--- src/rtl/muldiv_unit.sv ---
// Iterative RV32M multiply/divide unit: shift-add multiply and restoring divide on operand
// magnitudes, one bit per cycle, fixed 33-cycle latency from acceptance to the done pulse.
module muldiv_unit (
  input  logic        clk,
  input  logic        rst,
  input  logic        start,
  input  logic [2:0]  funct3,
  input  logic [31:0] rs1_data,
  input  logic [31:0] rs2_data,
  input  logic [4:0]  rd,
  input  logic        kill,
  output logic        busy,
  output logic        done,
  output logic [31:0] result,
  output logic [4:0]  result_rd
);

  typedef enum logic [1:0] {StIdle, StRun, StDone} state_e;

  state_e      state_q;
  logic [5:0]  cnt_q;
  logic [2:0]  op_q;
  logic [4:0]  rd_q;
  logic [31:0] opnd_q;
  logic [63:0] acc_q;
  logic        neg_res_q, neg_rem_q, div_zero_q, ovf_q;

  logic        signed_a, signed_b, sign_a, sign_b;
  logic [31:0] a_mag, b_mag;
  logic [32:0] mul_sum, div_shift, div_diff;
  logic [63:0] mul_next, div_next, prod;
  logic [31:0] quo, rem, res_final;

  always_comb begin
    signed_a = funct3[2] ? ~funct3[0] : (funct3[1:0] != 2'b11);
    signed_b = funct3[2] ? ~funct3[0] : ~funct3[1];
    sign_a   = signed_a & rs1_data[31];
    sign_b   = signed_b & rs2_data[31];
    a_mag    = sign_a ? -rs1_data : rs1_data;
    b_mag    = sign_b ? -rs2_data : rs2_data;
  end

  // Multiply: acc holds {partial product, remaining multiplier bits}, shifted right each step.
  // Divide: acc holds {partial remainder, remaining dividend bits / quotient bits}.
  always_comb begin
    mul_sum   = {1'b0, acc_q[63:32]} + (acc_q[0] ? {1'b0, opnd_q} : 33'd0);
    mul_next  = {mul_sum, acc_q[31:1]};
    div_shift = {acc_q[63:32], acc_q[31]};
    div_diff  = div_shift - {1'b0, opnd_q};
    if (div_shift >= {1'b0, opnd_q}) begin
      div_next = {div_diff[31:0], acc_q[30:0], 1'b1};
    end else begin
      div_next = {div_shift[31:0], acc_q[30:0], 1'b0};
    end
  end

  always_comb begin
    prod      = neg_res_q ? -acc_q : acc_q;
    quo       = neg_res_q ? -acc_q[31:0] : acc_q[31:0];
    rem       = neg_rem_q ? -acc_q[63:32] : acc_q[63:32];
    res_final = '0;
    if (!op_q[2]) begin
      res_final = (op_q[1:0] == 2'b00) ? prod[31:0] : prod[63:32];
    end else if (!op_q[1]) begin
      if (div_zero_q)  res_final = 32'hFFFF_FFFF;
      else if (ovf_q)  res_final = 32'h8000_0000;
      else             res_final = quo;
    end else begin
      // Divide-by-zero leaves the full dividend in the remainder, so only overflow needs forcing.
      res_final = ovf_q ? 32'h0 : rem;
    end
  end

  always_ff @(posedge clk) begin
    if (rst) begin
      state_q    <= StIdle;
      cnt_q      <= '0;
      op_q       <= '0;
      rd_q       <= '0;
      opnd_q     <= '0;
      acc_q      <= '0;
      neg_res_q  <= 1'b0;
      neg_rem_q  <= 1'b0;
      div_zero_q <= 1'b0;
      ovf_q      <= 1'b0;
      busy       <= 1'b0;
      done       <= 1'b0;
      result     <= '0;
      result_rd  <= '0;
    end else if (kill) begin
      state_q <= StIdle;
      busy    <= 1'b0;
      done    <= 1'b0;
    end else begin
      case (state_q)
        StIdle: begin
          done <= 1'b0;
          if (start) begin
            state_q    <= StRun;
            busy       <= 1'b1;
            cnt_q      <= '0;
            op_q       <= funct3;
            rd_q       <= rd;
            opnd_q     <= funct3[2] ? b_mag : a_mag;
            acc_q      <= {32'h0, funct3[2] ? a_mag : b_mag};
            neg_res_q  <= sign_a ^ sign_b;
            neg_rem_q  <= sign_a;
            div_zero_q <= (rs2_data == 32'h0);
            ovf_q      <= signed_a && (rs1_data == 32'h8000_0000) && (rs2_data == 32'hFFFF_FFFF);
          end else begin
            busy <= 1'b0;
          end
        end
        StRun: begin
          acc_q <= op_q[2] ? div_next : mul_next;
          cnt_q <= cnt_q + 6'd1;
          if (cnt_q == 6'd31) state_q <= StDone;
        end
        StDone: begin
          // busy stays high through the done pulse; IDLE then clears it or re-accepts.
          result    <= res_final;
          result_rd <= rd_q;
          done      <= 1'b1;
          state_q   <= StIdle;
        end
        default: state_q <= StIdle;
      endcase
    end
  end

endmodule

--- config.mk ---
export PLATFORM = sky130hd
export DESIGN_NAME = muldiv_unit
export DESIGN_NICKNAME = d
export VERILOG_FILES = /design/src/rtl/muldiv_unit.sv
export SDC_FILE = /design/constraint.sdc
export NUM_CORES = 1
export LEC_CHECK = 0
export BUFFER_PORTS_ARGS = -buffer_cell sky130_fd_sc_hd__buf_2
export CAP_MARGIN = 20
export CORE_ASPECT_RATIO = 0.5
export CORE_MARGIN = 2
export CORE_UTILIZATION = 56
export CTS_CLUSTER_DIAMETER = 120
export DETAILED_ROUTE_END_ITERATION = 8
export PLACE_DENSITY_LB_ADDON = 0.12
export SYNTH_ARGS = -nofsm -noshare
export SYNTH_HDL_FRONTEND = slang
export SYNTH_SLANG_ARGS = --single-unit
export TNS_END_PERCENT = 100
--- constraint.sdc ---
create_clock -name clk -period 3.03 [get_ports clk]
set_input_delay 0 -clock clk [delete_from_list [all_inputs] [get_ports clk]]
set_output_delay 0 -clock clk [all_outputs]
set_load 0.01 [all_outputs]
# Yosys cells after proc, flatten, opt, wreduce, memory -nomap -nowiden
# Index checks and enable logic that the tools add are counted.
totals:
  regBits: 155
  out_inout_bits: 39
  inputBits: 76
op_classes:
  n_eq_ne: 8
  n_reduce_logical: 12
  bitwise: 6
  magnitude_cmp: 1
  n_mux: 27
  addsub: 8
ops:
  columns: ["op", "n"]
  rows:
  - ["32-bit two-way mux", 13]
  - ["64-bit two-way mux", 4]
  - ["32-bit negator", 4]
  - ["64-bit one-hot mux with 2 select lines", 1]
  - ["32-bit == test, second input constant", 2]
  - ["64-bit negator", 1]
  - ["32-bit by 32-bit adder with 33-bit output", 1]
  - ["33-bit by 32-bit greater-or-equal comparator with 1-bit output", 1]
  - ["32-bit zero test", 1]
  - ["32-bit subtractor", 1]
  - ["6-bit one-hot mux with 2 select lines", 1]
  - ["6-bit by 1-bit adder with 6-bit output, second input constant", 1]
  - ["6-bit by 5-bit == test with 1-bit output, second input constant", 1]
  - ["6-bit two-way mux", 1]
  - ["2-bit != test, second input constant", 3]
  - ["3-bit AND reduction", 2]
  - ["2-bit zero test", 2]
  - ["2-bit two-way mux", 2]
  - ["2-bit one-hot mux with 2 select lines", 1]
  - ["2-bit AND reduction", 2]
  - ["2-bit nonzero test", 2]
  - ["1-bit two-way mux", 3]
  - ["1-bit inverter", 3]
  - ["1-bit AND", 2]
  - ["6 further kinds", 7]

# Longest topological paths before layout
# Gate-level depths: netlist of run 1.
logic_depth:
  word_depth: 7
  ltp_mapped: 15
  ltp_nobuf: 14

# Worst setup path before layout of run 1
# OpenSTA, ideal clock, no wires.
synth_timing:
  path_kind: "reg2reg"
  from: "register acc_q[0]"
  to: "register result[14]"
  t_required_ns: 2.944
  arrival_time_ns: 3.135
  stages_incl_launch_ff: 14
  period_less_slack_ns: 3.220
  setup_slack_ns: -0.190
  n_path_buf: 2
  setup_time_ns: 0.086
  cell_sequence: "dfxtp_1 -> inv_1 -> clkbuf_1 -> ha_1 -> or3b_2 -> nor4_1 -> nand2_1 -> or3_1 -> buf_6 -> o41ai_2 -> xor2_1 -> nand2_1 -> o21ai_1 -> a211oi_1"
synth_via:
  elab_chain_cells: 6
synth_lines:
  columns: ["element", "line", "rtl"]
  rows:
  - ["start: declaration", "25", "logic [63:0] acc_q;"]
  - ["start signal: assignment", "105", "acc_q <= {32'h0, funct3[2] ? a_mag : b_mag};"]
  - ["start signal: assignment", "115", "acc_q <= op_q[2] ? div_next : mul_next;"]
  - ["32-bit negator", "59", "quo = neg_res_q ? -acc_q[31:0] : acc_q[31:0];"]
  - ["32-bit two-way mux", "59", null]
  - ["32-bit two-way mux", "66", "else if (ovf_q) res_final = 32'h8000_0000;"]
  - ["32-bit two-way mux", "65", "if (div_zero_q) res_final = 32'hFFFF_FFFF;"]
  - ["32-bit two-way mux", "64", "end else if (!op_q[1]) begin"]
  - ["32-bit two-way mux (*)", "62", "if (!op_q[2]) begin"]
  - ["end signal: assignment", "121", "result <= res_final;"]
  - ["end: declaration", "14", "output logic [31:0] result,"]
# Every way passes the cells marked *; elsewhere a longest branch is shown, timed or not.
# A chain may end at the register's enable or synchronous reset.

# Worst setup path after layout of run 1
layout_timing:
  from: "register acc_q[0]"
  to: "register acc_q[55]"
layout_via:
  elab_chain_cells: 4
layout_lines:
  columns: ["element", "line", "rtl"]
  rows:
  - ["32-bit two-way mux", "46", "mul_sum = {1'b0, acc_q[63:32]} + (acc_q[0] ? {1'b0, opnd_q} : 33'd0);"]
  - ["32-bit by 32-bit adder with 33-bit output", "46", null]
  - ["64-bit two-way mux", "115", null]
  - ["64-bit one-hot mux with 2 select lines", "95", "case (state_q)"]
# Every way passes these cells.

==> summary.md, run 1 <==
| Metric | Value |
|---|---|
| CTS tree | `done` |
| Die height | `119 um` |
| Worst hold path depth | `4` |
| Reg-to-Reg Start | `acc_q[0]$_SDFFE_PP0P_` |
| First-pass GRT wire length | `90.2 mm` |
| Lkg Pwr | `approximately 7.9 nW` |
| Seq/Total Area, Yosys | `20.9%` |
| Worst min path class | `in2reg` |
| Area Overhead vs Synth | `30.5%` |
| CTS Buf Count | `17` |
| Dpl hpwl | `approximately 45 mm` |
| Synth Area per Inst | `7.04 sq um` |
| Primary FF master, synth | `dfxtp_1` |
| DR vias | `~18000` |
| Post-layout util | `around three quarters` |
| Worst reg2reg endpoint | `acc_q[55]$_SDFFE_PP0P_` |
| Routability cong. | `1.02` |
| Vias/cell | `~6.4` |
| Drc violations | `0` |
| Critical-path top delay cell | `dfxtp_4` |
| FP Rows | `42` |
| Crit Path Category | `reg2reg` |
| Die area | `27900 sq um` |
| Crit end category | `flop` |
| VDD IR max | `about 0.46 mV` |
| Crit path launch type | `flop` |
| Post-route clock skew | `about 0.018 ns` |
| CTS Buffer Depth | `2` |
| TNS Setup | `-0.191 ns` |
| Worst-path cell chain | `inv_4, buf_12, buf_8, buf_6, nor2_2, ha_1, nand2_2, a211o_1, a211oi_4, nand3b_1, a31oi_1, buf_4, nand2b_4, and2_4, o21ba_4, xor2_1, o221ai_1` |
| DP Area | `17200 sq um` |
| Netlist cell types | `78` |
| Final worst slack | `-0.110 ns` |
| Ys async rst share | `0%` |
| Vias in the first global route | `15900` |
| Seq. cell area | `3130 sq um` |
| CP bufs+invs | `5` |
| CP peak stage delay | `0.37 ns` |
| Non-filler cells, final | `roughly 2800` |
| Largest net degree at the start of global routing | `71` |
| Crit share post-route | `104%` |
| Max Cap Viol | `0` |
| DR iter-0 viols | `2347` |
| GRT Util Overall | `approximately 42%` |
| Share of the synthesized area in the top cell type | `20.9%` |
| Pwr dens | `358 nW/um^2` |
| Core Box Area | `26200 sq um` |
| Worst Hold End | `opnd_q[10]$_SDFFE_PP0P_` |
| DRT Wirelength | `61.0 mm` |
| Sink Count | `155` |
| Post-synth EDFFs | `0` |
| Syn Inst Count | `2104` |
| Nets | `2537` |
| Post-synthesis instance area | `14800 sq um` |
| Hold Vio Cnt, Final | `0` |
| CP arrival | `3.47 ns` |
| Area contributors post-synth | `dfxtp_1, nand2_1, xor2_1` |
| Max frequency | `between 300 and 400 MHz` |
| Top delay family on crit path | `compound AO/OA/AOI/OAI gates` |
| Min-delay src | `rs1_data[10]` |
| Yosys warning total | `0` |
| Fraction of layout cells with a size suffix above 1 | `approximately a quarter` |
| CP Max Fanout | `7` |
| Max-slew violations | `0` |
| Most common cell after layout, fill and taps aside | `buf_4` |
| Clk_lat worst skew | `0.47 ns` |
| Violated checks | `negative setup slack` |
| Required @ worst endpoint | `3.36 ns` |
| Worst Max-Slew Pin Slew | `0.868 ns` |
| Final Cell Area | `just under 20000 sq um` |
| Setup violations, final | `5` |
| Status | `finished with violations` |
| Routed WL per cell | `22.1 um` |
| I/O pin cnt | `115` |
| Worst-path clk slew | `roughly 0.08 ns` |
| RSZ-0062 raised after global routing | `true` |
| Antenna violations before repair | `0` |
| Number of fill cells | `approximately 2100` |
| Rel. slew slack | `41.6%` |
| Starting Density | `56.5%` |
| Pre-CTS setup slack | `-0.205 ns` |
| Post-synth top area cell | `dfxtp_1` |
| Placed Instances | `~2700` |
| Antenna cell count | `0` |
| Die Wd | `234 um` |
| R2r worst-path depth | `17` |
| First-pass DRT Iterations | `7` |
| Flops & latches, synth | `155` |
| Most frequent cells in the layout | `buf_4, nand2_1, nor2_1` |
| Number of I/O port buffers | `approximately 110` |
| Multi-input combinational cell area | `11800 sq um` |
| Post-DRT Antenna Nets | `0` |
| Gr ovfl total | `0` |
| Syn_nets | `2252` |
| R2R Setup Slk | `-0.11 ns` |
| Clk root buf | `clkbuf_16` |
| H-tree levels | `4` |
| Fin crit period | `between 3 and 4 ns` |
-- area by class of cell --
cell class                 count  area share (%)
tap                          352            2.28
inverter                      69            1.37
timing repair buffer         421            16.0
multi-input combinational   1725            61.0
sequential                   155            16.2
clock buffer                  17            2.20
clock inverter                15           0.996
-- where the power goes --
group	switching, mW	internal [mW]
clock network	1.15	1.13
registers	0.121	2.11
logic	1.40	1.01
total	2.67	4.25
-- how the worst max path moves through the flow --
stage                                 startpoint                      end  slack, ns  cells after the start
after floorplan           acc_q[31]$_SDFFE_PP0P_   acc_q[57]$_SDFFE_PP0P_       0.02                     13
after global placement     acc_q[0]$_SDFFE_PP0P_  result[14]$_SDFFE_PP0P_      -0.15                     12
after detailed placement   acc_q[0]$_SDFFE_PP0P_   acc_q[55]$_SDFFE_PP0P_      -0.20                     16
after CTS                  acc_q[0]$_SDFFE_PP0P_   acc_q[55]$_SDFFE_PP0P_     -0.002                     15
after global routing       acc_q[0]$_SDFFE_PP0P_   acc_q[55]$_SDFFE_PP0P_      -0.26                     16
final                      acc_q[0]$_SDFFE_PP0P_   acc_q[55]$_SDFFE_PP0P_      -0.11                     17
-- kinds of logic after synthesis --
group	share of synthesized area, %
flip-flops	20.9
multiplexers	4.51
AND/OR/NAND/NOR	23.0
AO/OA/AOI/OAI	27.5
buffers and inverters	5.86
XOR/XNOR	12.0
adder cells (fa/ha/maj)	6.18
-- sequential cells by signal (all words and copies together), names as in the netlist --
| name | flops |
|---|---|
| op_q | 3 |
| neg_rem_q | 1 |
| result_rd | 5 |
| done | 1 |
| cnt_q | 6 |
| busy | 1 |
| div_zero_q | 1 |
| result | 32 |
| neg_res_q | 1 |
| rd_q | 5 |
| acc_q | 64 |
| ovf_q | 1 |
| state_q | 2 |
| opnd_q | 32 |
-- synthesized netlist by cell type (5+ instances only) --
library cell,number
nand2_1,257
nor2_1,235
a21oi_1,181
dfxtp_1,155
o21ai_0,155
clkbuf_1,136
xor2_1,104
xnor2_1,99
ha_1,70
inv_1,68
mux2i_1,60
nor3_1,55
a211oi_1,44
nand3_1,35
o31ai_1,33
a21o_1,30
o211ai_1,30
nand4_1,25
nor4_1,20
or4_1,20
o221ai_1,19
a22oi_1,18
or3_1,18
a31oi_1,16
nand2b_1,15
o41ai_1,14
and2_1,12
nor2b_1,11
o21a_1,11
a311oi_1,10
buf_1,9
or2_2,9
a22o_1,8
and3_1,8
o21bai_1,8
buf_2,7
o22ai_1,7
mux2_2,6
o21ai_1,6
a211o_1,5
a21boi_0,5
a221oi_1,5
o311a_1,5
-- tightest hold or removal path, cell delays in order --
cell and delay [ns]:
buf_2 0.09, xor2_1 0.11, o211ai_1 0.17, a21oi_1 0.07
-- per-stage QoR --
stage	hold slack [ns]	total power [mW]
final	0.0141	6.92
after global routing	0.0319	7.16
after CTS	0.00345	6.60
after detailed placement	0.256	4.31
after global placement	0.244	4.29
after floorplan	0.136	3.51
-- per-layer routing --
| layer | up-vias | GRT usage, % | routed length, um |
|---|---|---|---|
| met2 | 1033 | 60.8 | 25300 |
| met3 | 166 | 11.5 | 7940 |
| met4 | 2 | 13.3 | 2080 |
| met1 | 8341 | 60.2 | 25600 |
| li1 | 8144 | - | - |
| met5 | - | 0 | 122 |
-- repair_timing --
action,in CTS,in global routing
setup buffers,5,25
gates resized for setup,33,211
hold buffers,22,0
endpoints found under the hold margin,23,0
setup endpoints to repair,46,57
gates cloned,0,1
pin swaps,11,103
No activity file was read; power rests on OpenSTA's default activity.
==> run 2: changes to the inputs <==
- MAX_ROUTING_LAYER: unset -> met4
- SETUP_SLACK_MARGIN: unset -> 0.05
==> run 2 against run 1 <==
  * The flow still finishes with violations (negative setup slack)
  * First-iteration DRC count rose by 8.1%
  * Fmax rose by 0.40%
  * Register-to-register slack barely moved
  * Sequential power barely moved
  * Clock power barely moved
  * Clock skew fell by 0.0059 ns
  * Worst hold slack improved by 0.00070 ns
  * Core utilization rose by 0.86 points
  * Setup slack improved by 0.013 ns
  * Sequential cell count did not move
  * Critical path depth fell by 3
  * Largest cell class unchanged
==> summary.md, run 2 (synthesis results as in run 1) <==
| Metric | Value |
|---|---|
| Violated checks | `negative setup slack` |
| FP Rows | `42 (unchanged)` |
| Seq. cell area | `3140 sq um (+0.16%)` |
| CTS Buf Count | `17 (unchanged)` |
| Worst Max-Slew Pin Slew | `0.900 ns (+0.0315 ns)` |
| Die area | `27900 sq um (unchanged)` |
| Sw Pwr | `2.69 mW (+1.0%)` |
| Routed WL per cell | `22.6 um (+2.2%)` |
| Sink Count | `155 (unchanged)` |
| Nets | `2541 (+0.16%)` |
| Final worst slack | `-0.0977 ns (+0.0126 ns)` |
| Pwr dens | `356 nW/um^2 (-0.44%)` |
| VDD IR max | `0.421 mV (-7.9%)` |
| CP arrival | `3.45 ns (-0.02 ns)` |
| Die Wd | `234 um (unchanged)` |
| Gr ovfl total | `0 (unchanged)` |
| CTS tree | `done` |
| Crit end category | `flop` |
| Clk root buf | `clkbuf_16` |
| Fin crit period | `3.13 ns (-0.0126 ns)` |
| Largest Register | `acc_q` |
| Largest register FFs | `64 (unchanged)` |
| DR iter-0 viols | `2537 (+8.1%)` |
| Largest net degree at the start of global routing | `61 (-14%)` |
| Setup violations, final | `4 (-1)` |
| Clk pwr share | `32.6% (-0.3 points)` |
| CTS Buffer Depth | `2 (unchanged)` |
| Vias in the first global route | `16100 (+1.0%)` |
| Seq pwr share | `32.0% (-0.3 points)` |
| Die height | `119 um (unchanged)` |
| I/O pin cnt | `115 (unchanged)` |
| RSZ-0062 raised after global routing | `true` |
| Required @ worst endpoint | `3.36 ns (about the same)` |
| Logic gate share of total power | `35.4% (+0.6 points)` |
| CP Max Fanout | `6 (-1)` |
| H-tree levels | `4 (unchanged)` |
| Reg-to-Reg Start | `acc_q[0]$_SDFFE_PP0P_` |
| Starting Density | `56.5% (unchanged)` |
| Number of I/O port buffers | `114 (unchanged)` |
| Routability cong. | `1.04 (+1.7%)` |
| Area Overhead vs Synth | `32.1%` |
| Post-route clock skew | `0.0117 ns (-0.00590 ns)` |
| Most frequent cells in the layout | `buf_4, nand2_1, nor2_1` |
| Max frequency | `320 MHz (+0.40%)` |
| Drc violations | `0 (unchanged)` |
| Hold Vio Cnt, Final | `0 (unchanged)` |
| Multi-input combinational cell area | `12000 sq um (+1.3%)` |
| First-pass DRT Iterations | `6 (-1)` |
| CP Launch Point | `acc_q[0]$_SDFFE_PP0P_` |
| Rel. slew slack | `39.9% (-1.7 points)` |
| Number of fill cells | `2104 (-1.8%)` |
| Clk_lat worst skew | `0.47 ns (about the same)` |
| GRT Util Overall | `44.2% (+2.1 points)` |
| Regs by FF count | `acc_q x64, opnd_q x32, result x32` |
| DRT Wirelength | `62.4 mm (+2.4%)` |
| Status | `finished with violations` |
| Core Box Area | `26200 sq um (unchanged)` |
| Antenna violations before repair | `3 (+3)` |
| Post-DRT Antenna Nets | `0 (unchanged)` |
| Int Pwr | `4.27 mW (+0.55%)` |
| Max Cap Viol | `0 (unchanged)` |
| Min-delay src | `rs1_data[13]` |
| Crit share post-route | `103% (-0.42 points)` |
| Sw Share | `38.7% (+0.11 points)` |
| Post-layout util | `74.6% (+0.86 points)` |
| Worst-path clk slew | `0.08 ns (about the same)` |
| Max-slew violations | `0 (unchanged)` |
| First-pass GRT wire length | `91.7 mm (+1.6%)` |
| Vias/cell | `6.49 (+1.1%)` |
| Worst min path class | `in2reg` |
| Fraction of layout cells with a size suffix above 1 | `26.7% (+0.91 points)` |
| DR vias | `17900 (+1.3%)` |
| Crit Path Category | `reg2reg` |
| Crit path launch type | `flop` |
| Most common cell after layout, fill and taps aside | `buf_4` |
| TNS Setup | `-0.124 ns (+0.0673 ns)` |
| Lkg Pwr | `8.00 nW (+1.1%)` |
| Dpl hpwl | `45.9 mm (+2.0%)` |
run 2: cell types whose count changed in the layout (fill, tap and decap cells not counted), sizes merged:
cell / change
buf: +5
diode: +2
dlygate4sd3: -2
clkbuf: +1
clkinv: +1
inv: -1
run 2: repair_timing:
action | 4_1_cts | 5_1_grt
hold buffers | 20 | 0
setup buffers | 5 | 23
resized for setup | 60 | 208
hold endpoints to repair | 23 | 0
setup endpoints to repair | 44 | 56
cloned | 0 | 2
pin swaps | 18 | 113
run 2: final timing paths:
check,slack (ns),end,cells past startpoint
worst max-delay path,-0.1,acc_q[55]$_SDFFE_PP0P_,14
worst min-delay path,0.01,opnd_q[13]$_SDFFE_PP0P_,4
worst max register to register,-0.1,acc_q[55]$_SDFFE_PP0P_,14
worst min register to register,0.44,result[0]$_SDFFE_PP0P_,2
run 2: worst max-delay path: stages, from the launching register on:
cell      delay [ns]
dfxtp_4         0.37
inv_6           0.08
buf_12          0.14
nor2_1          0.07
ha_1            0.36
nand4_1         0.15
or3_4           0.41
a211oi_2        0.25
nand3b_1        0.21
a31oi_4         0.14
nand2b_4        0.19
and2_4          0.17
o21ba_4         0.19
xor2_1          0.14
o221ai_1        0.11
run 2: final cells by class:
type                       instances  share of cell area, %
antenna                            2                 0.0256
clock inverter                    15                  0.997
inverter                          69                   1.37
clock buffer                      17                   2.17
multi-input combinational       1725                   61.1
sequential                       155                   16.0
timing repair buffer             425                   16.1
tap                              352                   2.25
run 2: metrics by stage:
stage	cells	setup slack, ns	instance area [sq um]	power [mW]	hold WS (ns)
after floorplan	2104	0.0565	14900	3.51	0.136
after global placement	2676	-0.171	17300	4.34	0.244
after detailed placement	2676	-0.254	17300	4.37	0.254
after CTS	2733	0.0370	18400	6.67	0.0117
after global routing	2760	-0.189	19600	7.21	0.0377
final	2760	-0.0977	19600	6.97	0.0148
run 2: per-layer routing:
metal	global-route usage, %	part of all wire (%)
met1	59.5	42
met2	62.7	41
met3	14.4	13
met4	12.7	2.9
met5	-	0
run 2: power groups by stage:
stage	Combinational (mW)	Clock, mW	Sequential [mW]
floorplan	1.31	0	2.20
global placement	2.09	0	2.25
detailed placement	2.11	0	2.25
CTS	2.19	2.27	2.21
global route	2.61	2.37	2.23
finish	2.47	2.27	2.23
==> run 3: changes to the inputs <==
- CELL_PAD_IN_SITES_DETAIL_PLACEMENT: unset -> 1
- CELL_PAD_IN_SITES_GLOBAL_PLACEMENT: unset -> 2
- CORE_UTILIZATION: 56 -> 32
==> run 3 against run 2 <==
  * The flow still finishes with violations (negative setup slack)
  * Setup slack improved by 0.026 ns
  * Register-to-register slack improved by 0.03 ns
  * Worst hold slack gained 0.017 ns
  * Die area is 73% higher
  * Cell count up 12%
  * First-iteration DRC count fell by 49%
  * Non-clock buffer count grew 47
  * Via count down 1.7%
  * Routed wire length increased by 19%
  * Fmax rose by 0.85%
  * Clock power grew 4%
==> summary.md, run 3 (synthesis results as in run 1) <==
| Metric | Value |
|---|---|
| Status | `finished with violations` |
| Violated checks | `negative setup slack` |
| H-tree levels | `4 (unchanged)` |
| Gr ovfl total | `0 (unchanged)` |
| WHS | `0.0321 ns (+0.0173 ns)` |
| CP peak stage delay | `0.40 ns (about the same)` |
| Die Wd | `308 um (+32%)` |
| Total power | `7.27 mW (+4.3%)` |
| DR iter-0 viols | `1292 (-49%)` |
| Fin crit period | `3.10 ns (-0.0263 ns)` |
| Post-DRT Antenna Nets | `0 (unchanged)` |
| Worst min path class | `in2reg` |
| Area Overhead vs Synth | `39.3%` |
| FP Rows | `55 (+31%)` |
| Rel. slew slack | `39.4% (-0.50 points)` |
| Pwr dens | `352 nW/um^2 (-1.1%)` |
| Max-slew violations | `0 (unchanged)` |
| Antenna violations before repair | `1 (-2)` |
| Crit share post-route | `102% (-0.87 points)` |
| Die area | `48200 sq um (+73%)` |
| Die height | `156 um (+31%)` |
| Largest net degree at the start of global routing | `60 (-1.6%)` |
| Worst Max-Slew Pin Slew | `0.908 ns (+0.00866 ns)` |
| Sink Count | `155 (unchanged)` |
| Number of I/O port buffers | `114 (unchanged)` |
| CP arrival | `3.43 ns (-0.02 ns)` |
| Most frequent cells in the layout | `buf_4, nand2_1, nor2_1` |
| CP Max Fanout | `6 (unchanged)` |
| Routed WL per cell | `24.2 um (+6.9%)` |
| Fraction of layout cells with a size suffix above 1 | `30.0% (+3.3 points)` |
| Crit path launch type | `flop` |
| CP Launch Point | `acc_q[0]$_SDFFE_PP0P_` |
| Routability cong. | `0.916 (-12%)` |
| Dpl hpwl | `57.0 mm (+24%)` |
| DRT Wirelength | `74.5 mm (+19%)` |
| Regs by FF count | `acc_q x64, opnd_q x32, result x32` |
| CTS Buf Count | `17 (unchanged)` |
| GRT Util Overall | `31.1% (-13 points)` |
| Worst-path cell chain | `inv_8, buf_12, nor2_2, ha_1, nand4_1, or3_4, a211oi_2, buf_4, nand3b_1, a31oi_4, nand2b_4, and2_4, o21ba_2, xor2_1, o221ai_1` |
| Vias in the first global route | `17100 (+6.3%)` |
| Lkg Pwr | `8.38 nW (+4.7%)` |
| Reg-to-Reg Start | `acc_q[0]$_SDFFE_PP0P_` |
| Pre-CTS setup slack | `-0.321 ns (-0.0675 ns)` |
| Most common cell after layout, fill and taps aside | `buf_4` |
| Vias/cell | `5.71 (-12%)` |
| Clk_lat worst skew | `0.48 ns (about the same)` |
| DR vias | `17600 (-1.7%)` |
| RSZ-0062 raised after global routing | `true` |
| VDD IR max | `0.433 mV (+2.9%)` |
| Starting Density | `32.6% (-24 points)` |
| Max Cap Viol | `0 (unchanged)` |
| First-pass GRT wire length | `109 mm (+19%)` |
| Setup violations, final | `5 (+1)` |
| Core Box Area | `45500 sq um (+73%)` |
| Crit Path Category | `reg2reg` |
| Worst-path clk slew | `0.08 ns (about the same)` |
| Critical-path top delay cell | `or3_4` |
| Clk root buf | `clkbuf_16` |
| Final worst slack | `-0.0714 ns (+0.0263 ns)` |
| Max frequency | `322 MHz (+0.85%)` |
| Nets | `2588 (+1.8%)` |
| Crit end category | `flop` |
| CP bufs+invs | `3 (+1)` |
| Largest Register | `acc_q` |
| Post-layout util | `45.4% (-29 points)` |
| CTS Buffer Depth | `2 (unchanged)` |
| Drc violations | `0 (unchanged)` |
| Required @ worst endpoint | `3.36 ns (about the same)` |
| Post-route clock skew | `0.0146 ns (+0.00292 ns)` |
| First-pass DRT Iterations | `5 (-1)` |
| TNS Setup | `-0.209 ns (-0.0851 ns)` |
| CTS tree | `done` |
| I/O pin cnt | `115 (unchanged)` |
| Largest register FFs | `64 (unchanged)` |
| Top delay family on crit path | `simple AND/OR/NAND/NOR gates` |
| Min-delay src | `rst` |
| Hold Vio Cnt, Final | `0 (unchanged)` |
run 3: routing by layer:
layer  part of all wire [%]  global-route usage, %
met1                     49                   44.8
met2                     44                   46.3
met3                    6.7                   4.37
met4                    1.1                   4.90
met5                      0                      -
run 3: through the flow:
| stage | area, sq um | cells |
|---|---|---|
| detailed placement | 18000 | 2983 |
| floorplan | 14900 | 2104 |
| global route | 20600 | 3080 |
| finish | 20700 | 3081 |
| global placement | 18000 | 2983 |
| CTS | 19300 | 3040 |
run 3: path summary, 6_finish.rpt:
kind / end / slack (ns) / cells past startpoint
max: acc_q[55]$_SDFFE_PP0P_ / -0.07 / 15
min: result[11]$_SDFFE_PP0P_ / 0.03 / 2
max reg2reg: acc_q[55]$_SDFFE_PP0P_ / -0.07 / 15
min reg2reg: result[27]$_SDFFE_PP0P_ / 0.43 / 2
run 3: final cells by class:
type | instances | area, sq um
sequential | 155 | 3140
tap | 627 | 785
timing repair buffer | 472 | 3650
clock buffer | 18 | 439
fill | 5552 | 24800
antenna | 1 | 2.50
multi-input combinational | 1725 | 12200
inverter | 69 | 272
clock inverter | 14 | 169
run 3: report_power, final:
group	switching [mW]	internal (mW)	leakage (nW)	total, mW
logic	1.54	1.15	6.81	2.68
registers	0.107	2.11	1.27	2.22
clock network	1.16	1.21	0.293	2.37
run 3: repair_timing:
action / CTS / global route
endpoints found under the hold margin: 11 / 0
resized for setup: 114 / 249
hold buffers: 13 / 0
gates cloned: 2 / 3
endpoints found under the setup margin: 58 / 59
buffers inserted: 10 / 46
pin swaps: 25 / 131
run 3: worst register-to-register path: stages, from the launching register on:
cell	delay, ns
dfxtp_4	0.38
inv_8	0.09
buf_12	0.14
nor2_2	0.05
ha_1	0.32
nand4_1	0.14
or3_4	0.40
a211oi_2	0.15
buf_4	0.14
nand3b_1	0.19
a31oi_4	0.15
nand2b_4	0.20
and2_4	0.17
o21ba_2	0.19
xor2_1	0.14
o221ai_1	0.12
